===== src/rtl/instruction_fetch_unit_if.sv =====
// Bus bundle between the fetch unit, the instruction memory and the decode stage.
// The master modport is the fetch unit itself; the slave modport is its environment.
interface instruction_fetch_unit_if #(
   parameter int XLEN = 32,
   parameter int ILEN = 32
);
   logic            mem_ren;
   logic [XLEN-1:0] mem_addr;
   logic [XLEN-1:0] mem_rdata;
   logic            redirect_valid;
   logic [XLEN-1:0] redirect_pc;
   logic            instr_valid;
   logic            instr_ready;
   logic [ILEN-1:0] instr_bits;
   logic [XLEN-1:0] instr_pc;
   logic            fetch_fault;
   logic [XLEN-1:0] fault_pc;

   modport master (
      output mem_ren, mem_addr, instr_valid, instr_bits, instr_pc, fetch_fault, fault_pc,
      input  mem_rdata, redirect_valid, redirect_pc, instr_ready
   );

   modport slave (
      input  mem_ren, mem_addr, instr_valid, instr_bits, instr_pc, fetch_fault, fault_pc,
      output mem_rdata, redirect_valid, redirect_pc, instr_ready
   );
endinterface


===== src/rtl/instruction_fetch_unit.sv =====
// Front-end fetch stage: sequences the PC, issues 1-cycle-latency word reads and
// buffers returned words in a small FIFO toward decode; handles redirects and faults.
module instruction_fetch_unit #(
   parameter int              XLEN       = 32,
   parameter int              ILEN       = 32,
   parameter logic [XLEN-1:0] RESET_PC   = 32'h0000_0000,
   parameter int              FIFO_DEPTH = 4
) (
   input logic                     clock,
   input logic                     reset,
   instruction_fetch_unit_if.master bus
);
   localparam int PTR_W = $clog2(FIFO_DEPTH);
   localparam int CNT_W = PTR_W + 1;

   localparam logic [0:0] ST_FETCH = 1'b0;
   localparam logic [0:0] ST_FAULT = 1'b1;

   logic [0:0]      state_r;
   logic [XLEN-1:0] fetch_pc_r;
   logic [XLEN-1:0] inflight_pc_r;
   logic [XLEN-1:0] fault_pc_r;
   logic            inflight_r;
   logic [CNT_W-1:0] count_r;
   logic [PTR_W-1:0] wr_ptr_r;
   logic [PTR_W-1:0] rd_ptr_r;
   logic [ILEN-1:0] bits_mem_r [FIFO_DEPTH];
   logic [XLEN-1:0] pc_mem_r   [FIFO_DEPTH];

   logic            issue_s;
   logic            valid_s;
   logic            push_s;
   logic            pop_s;
   logic            aligned_s;
   logic [CNT_W:0]  pending_s;

   // Issue/valid decisions; mem_ren never depends on instr_ready.
   always_comb begin
      pending_s = {1'b0, count_r} + {{CNT_W{1'b0}}, inflight_r};
      aligned_s = (bus.redirect_pc[1:0] == 2'b00);
      if (!reset && (state_r == ST_FETCH) && !bus.redirect_valid) begin
         issue_s = (pending_s < (CNT_W + 1)'(FIFO_DEPTH));
         valid_s = (count_r != {CNT_W{1'b0}});
      end else begin
         issue_s = 1'b0;
         valid_s = 1'b0;
      end
      // A response arriving in a redirect cycle is dropped along with the flush.
      push_s = inflight_r && !bus.redirect_valid && !reset;
      pop_s  = valid_s && bus.instr_ready;
   end

   // Control state: PC sequencing, in-flight tracking, FIFO pointers and fault capture.
   always_ff @(posedge clock) begin
      if (reset) begin
         state_r       <= ST_FETCH;
         fetch_pc_r    <= RESET_PC;
         inflight_pc_r <= RESET_PC;
         inflight_r    <= 1'b0;
         count_r       <= {CNT_W{1'b0}};
         wr_ptr_r      <= {PTR_W{1'b0}};
         rd_ptr_r      <= {PTR_W{1'b0}};
         fault_pc_r    <= {XLEN{1'b0}};
      end else if (bus.redirect_valid) begin
         inflight_r <= 1'b0;
         count_r    <= {CNT_W{1'b0}};
         wr_ptr_r   <= {PTR_W{1'b0}};
         rd_ptr_r   <= {PTR_W{1'b0}};
         if (aligned_s) begin
            state_r    <= ST_FETCH;
            fetch_pc_r <= bus.redirect_pc;
         end else begin
            state_r    <= ST_FAULT;
            fault_pc_r <= bus.redirect_pc;
         end
      end else begin
         inflight_r <= issue_s;
         if (issue_s) begin
            fetch_pc_r    <= fetch_pc_r + XLEN'(32'd4);
            inflight_pc_r <= fetch_pc_r;
         end
         if (push_s) begin
            wr_ptr_r <= wr_ptr_r + PTR_W'(1'b1);
         end
         if (pop_s) begin
            rd_ptr_r <= rd_ptr_r + PTR_W'(1'b1);
         end
         case ({push_s, pop_s})
            2'b10:   count_r <= count_r + CNT_W'(1'b1);
            2'b01:   count_r <= count_r - CNT_W'(1'b1);
            default: count_r <= count_r;
         endcase
      end
   end

   // Instruction buffer storage; contents are only meaningful below count_r.
   always_ff @(posedge clock) begin
      if (push_s) begin
         bits_mem_r[wr_ptr_r] <= bus.mem_rdata[ILEN-1:0];
         pc_mem_r[wr_ptr_r]   <= inflight_pc_r;
      end
   end

   assign bus.mem_ren     = issue_s;
   assign bus.mem_addr    = fetch_pc_r;
   assign bus.instr_valid = valid_s;
   assign bus.instr_bits  = bits_mem_r[rd_ptr_r];
   assign bus.instr_pc    = pc_mem_r[rd_ptr_r];
   assign bus.fetch_fault = (state_r == ST_FAULT);
   assign bus.fault_pc    = fault_pc_r;
endmodule


===== src/flat_wrapper.sv =====
// flat-port wrapper written by rule: the top's interface ports become plain ports
module instruction_fetch_unit_flat 
#(
   parameter int              XLEN       = 32,
   parameter int              ILEN       = 32,
   parameter logic [XLEN-1:0] RESET_PC   = 32'h0000_0000,
   parameter int              FIFO_DEPTH = 4
)
  (clock, reset, bus_mem_ren, bus_mem_addr, bus_instr_valid, bus_instr_bits, bus_instr_pc, bus_fetch_fault, bus_fault_pc, bus_mem_rdata, bus_redirect_valid, bus_redirect_pc, bus_instr_ready);
  instruction_fetch_unit_if #(.XLEN(XLEN), .ILEN(ILEN)) bus_i ();
  input logic clock;
  input logic reset;
  output wire logic [$bits(bus_i.mem_ren)-1:0] bus_mem_ren;
  output wire logic [$bits(bus_i.mem_addr)-1:0] bus_mem_addr;
  output wire logic [$bits(bus_i.instr_valid)-1:0] bus_instr_valid;
  output wire logic [$bits(bus_i.instr_bits)-1:0] bus_instr_bits;
  output wire logic [$bits(bus_i.instr_pc)-1:0] bus_instr_pc;
  output wire logic [$bits(bus_i.fetch_fault)-1:0] bus_fetch_fault;
  output wire logic [$bits(bus_i.fault_pc)-1:0] bus_fault_pc;
  input wire logic [$bits(bus_i.mem_rdata)-1:0] bus_mem_rdata;
  input wire logic [$bits(bus_i.redirect_valid)-1:0] bus_redirect_valid;
  input wire logic [$bits(bus_i.redirect_pc)-1:0] bus_redirect_pc;
  input wire logic [$bits(bus_i.instr_ready)-1:0] bus_instr_ready;
  assign bus_mem_ren = bus_i.mem_ren;
  assign bus_mem_addr = bus_i.mem_addr;
  assign bus_instr_valid = bus_i.instr_valid;
  assign bus_instr_bits = bus_i.instr_bits;
  assign bus_instr_pc = bus_i.instr_pc;
  assign bus_fetch_fault = bus_i.fetch_fault;
  assign bus_fault_pc = bus_i.fault_pc;
  assign bus_i.mem_rdata = bus_mem_rdata;
  assign bus_i.redirect_valid = bus_redirect_valid;
  assign bus_i.redirect_pc = bus_redirect_pc;
  assign bus_i.instr_ready = bus_instr_ready;
  instruction_fetch_unit #(.XLEN(XLEN), .ILEN(ILEN), .RESET_PC(RESET_PC), .FIFO_DEPTH(FIFO_DEPTH)) u_core (.clock(clock), .reset(reset), .bus(bus_i));
endmodule

===== config.mk =====
export PLATFORM = sky130hd
export DESIGN_NAME = instruction_fetch_unit_flat
export DESIGN_NICKNAME = d
export VERILOG_FILES = /design/src/rtl/instruction_fetch_unit_if.sv /design/src/rtl/instruction_fetch_unit.sv /design/src/flat_wrapper.sv
export SDC_FILE = /design/constraint.sdc
export NUM_CORES = 1
export LEC_CHECK = 0
export BUFFER_PORTS_ARGS = -buffer_cell sky130_fd_sc_hd__buf_2
export CORE_MARGIN = 5
export CORE_UTILIZATION = 35
export DETAILED_ROUTE_END_ITERATION = 6
export HOLD_SLACK_MARGIN = 0.02
export PLACE_DENSITY = 0.53
export SLEW_MARGIN = 0
export SYNTH_ARGS = -nofsm -noshare
export SYNTH_HDL_FRONTEND = slang
export SYNTH_SLANG_ARGS = --single-unit
export TNS_END_PERCENT = 30

===== constraint.sdc =====
create_clock -name clock -period 2.8 [get_ports clock]
set_input_delay 0.28 -clock clock [delete_from_list [all_inputs] [get_ports clock]]
set_output_delay 0.28 -clock clock [all_outputs]
set_load 0.05 [all_outputs]

==> key figures <==
CTS
  • Clock Sinks: 363
  • CTS buffer count: 40
  • H-tree lvl count: 2
  • Post-CTS setup repair buffer count: 0
  • Worst-path clk slew: 60 ps
  • CTS tree: done
  • Clk root buf: clkbuf_16
  • CTS max path bufs: 3
  • Clock latency on the worst-skew pair: 550 ps

Layout
  • # nets final: 1,285
  • Share of post-route cells with drive strength above 1: 0.299
  • # fillers: 3,601
  • Commonest cells after routing, fill and taps aside: edfxtp_1, buf_2, nand2_1
  • Commonest non-fill, non-tap cell in the layout: edfxtp_1
  • Area grow syn2layout: 26.4%
  • Fin util: 0.445
  • Diodes inserted: 0
  • Final cell count without fillers: 1,766

Drt
  • Drt wl/cell: 19.4 um
  • Wl on met1: 15,400 um
  • DR pass1 iterations: 5
  • Top sig layer: met4
  • Vias per cell: 4.94
  • DR DRC count: 0
  • Initial drt markers: 594
  • Overall routed net length: 34,300 um
  • Post-route ant nets: 0
  • Detail Route met3 WL: 2260 um
  • DR vias: 8,729
  • DR WL met2: 15,800 um

Die
  • Die X: 210 um
  • I/O pin total: 199
  • FP Rows: 73
  • Core Area: 39,600 sq um
  • Overall die area: 44,000 sq um
  • Starting density of the core: 0.352
  • Die height: 210 um

Place
  • PortBufs: 198
  • Placed wire-length estimate: 22,300 um
  • Placed cell count: 1,631
  • RePlAce Congestion: 0.809

Timing
  • Clock period minus final worst setup slack: 2660 ps
  • Worst Skew: 16.5 ps
  • Final setup viols: 0
  • Fin. max-slew vios: 0
  • Max Clk Rate: 376 MHz
  • Unrepaired setup endpoints after global routing: false
  • Fraction of the cycle the final worst path needs: 0.950
  • Slew HR: 0.451
  • Tightest Pin Transition: 823 ps
  • Final hold viol count: 0
  • Post-Route Setup TNS: 0 ps

Yosys
  • Post-synth EDFFs: 256
  • Count of state elements after synthesis: 363
  • Seq/Total Area, Yosys: 0.704
  • Synth Instances: 934
  • Syn_area_per_cell: 14.9 sq um
  • Top_reg_cell synth: edfxtp_1
  • Synth Net Count: 1,009
  • Mapped cell area: 14,000 sq um
  • Synth async-reset ratio: 0
  • Synth Warn #: 0
  • Number of library cell types mapped by synthesis: 60

Critical path
  • Critical Path, Cell by Cell: nand3_1 > nand2_1 > clkinv_1 > buf_2
  • Worst path slowest cell: clkinv_1
  • Largest fanout on the critical path: 20
  • CP Launch Type: flip-flop
  • Crit path DAT: 2380 ps
  • Required time of the critical path: 2520 ps
  • Crit path kind: flip-flop to primary output
  • Worst setup EP type: primary output
  • CP peak stage delay: 560 ps

Pwr
  • PD cells: 675 nW/um^2
  • Worst VDD drop: 0.452 mV
  • Leakage power: 5.95 nW

Global routing
  • Number of global-route vias before repair: 9,011
  • First-pass GRT wire length: 53,300 um
  • Initial antenna violation count: 0
  • Largest net degree at the start of global routing: 74
  • GR Overflow Total: 0
  • Total GRT Usage: 0.154

Status
  • Status: complete, no violations

Hold path
  • Worst hold-check path type: input port to flip-flop

Flow run
  • Max Cap Viol: 0
## repair_timing
item | in CTS | in global routing
hold endpoints to repair | 163 | 0
hold buffers | 62 | 0
resized for setup | 0 | 0
## cell type report
type                       instances  area, sq um  share of cell area
sequential                       363         9840               0.557
multi-input combinational        507         3860               0.219
timing repair buffer             289         1930               0.109
clock buffer                      49         1070              0.0604
tap                              525          657              0.0372
clock inverter                    24          258              0.0146
inverter                           9         33.8             0.00191
## report_power, final
group	internal (mW)	switching [mW]	leakage, nW	total [mW]
Clock	3.18	2.11	0.644	5.29
Sequential	5.79	0.0806	2.98	5.87
Combinational	0.238	0.515	2.32	0.752
Total	9.21	2.71	5.95	11.9
## final timing paths
path                                                              to  slack [ps]  depth (start not counted)                                 from
worst min register to register   u_core.bus.fault_pc[7]$_SDFFE_PP0P_         450                          2  u_core.bus.fault_pc[7]$_SDFFE_PP0P_
worst max register to register  u_core.bus.mem_addr[28]$_SDFFE_PP0P_         550                          6  u_core.bus.mem_addr[2]$_SDFFE_PP0P_
worst min-delay path             u_core.bus.fault_pc[0]$_SDFFE_PP0P_          60                          3                   bus_redirect_pc[0]
worst max-delay path                                     bus_mem_ren         140                          4         u_core.inflight_r$_SDFF_PP0_
## critical path: cells and delay by family (launching register included)
kind | cells | cell delay (ps)
buffers and inverters | 2 | 1010
flip-flops | 1 | 510
AND/OR/NAND/NOR | 2 | 320
## cells by family after synthesis
group / synth area share
AOI/OAI and AO/OA: 0.0637
xor gates and xnor gates: 0.00314
adders and majority gates: 0.00681
buffers and inverters: 0.0208
DFF: 0.704
muxes: 0.112
and+or+nand+nor: 0.0895
## stage by stage
| step | hold slack (ps) | area (sq um) | power [mW] | setup WS [ps] |
|---|---|---|---|---|
| floorplan | 379 | 14000 | 6.43 | 88.3 |
| global placement | 440 | 15700 | 6.67 | 476 |
| detailed placement | 447 | 15700 | 6.68 | 461 |
| CTS | 28.1 | 17600 | 12.1 | 120 |
| global route | 58.4 | 17600 | 12.4 | 27.6 |
| finish | 60.0 | 17600 | 11.9 | 139 |
## Yosys cell counts, drive strengths merged (12+ instances only)
cell type	number	area, sq um
nand4	13	96.3
mux2i	12	120
clkbuf	31	128
and3	13	81.3
dfxtp	107	2140
nand2	159	597
nand3	21	110
mux4	64	1440
buf	24	129
edfxtp	256	7690
nor2	40	150
a21oi	82	414
## routing by layer
layer,vias up,global-route usage
met1,4280,0.211
met4,0,0.0486
li1,4134,-
met2,254,0.242
met3,61,0.0393
met5,-,0
## sequential cells by signal (all words and copies together) (netlist names), named ones only
register / count
u_core.bus.fetch_fault: 1
u_core.pc_mem_r: 128
u_core.wr_ptr_r: 2
u_core.bits_mem_r: 128
u_core.inflight_pc_r: 32
u_core.bus.mem_addr: 32
u_core.bus.fault_pc: 32
u_core.rd_ptr_r: 2
u_core.count_r: 3
u_core.inflight_r: 1
Note: power is estimated with default switching activity, not from simulation.
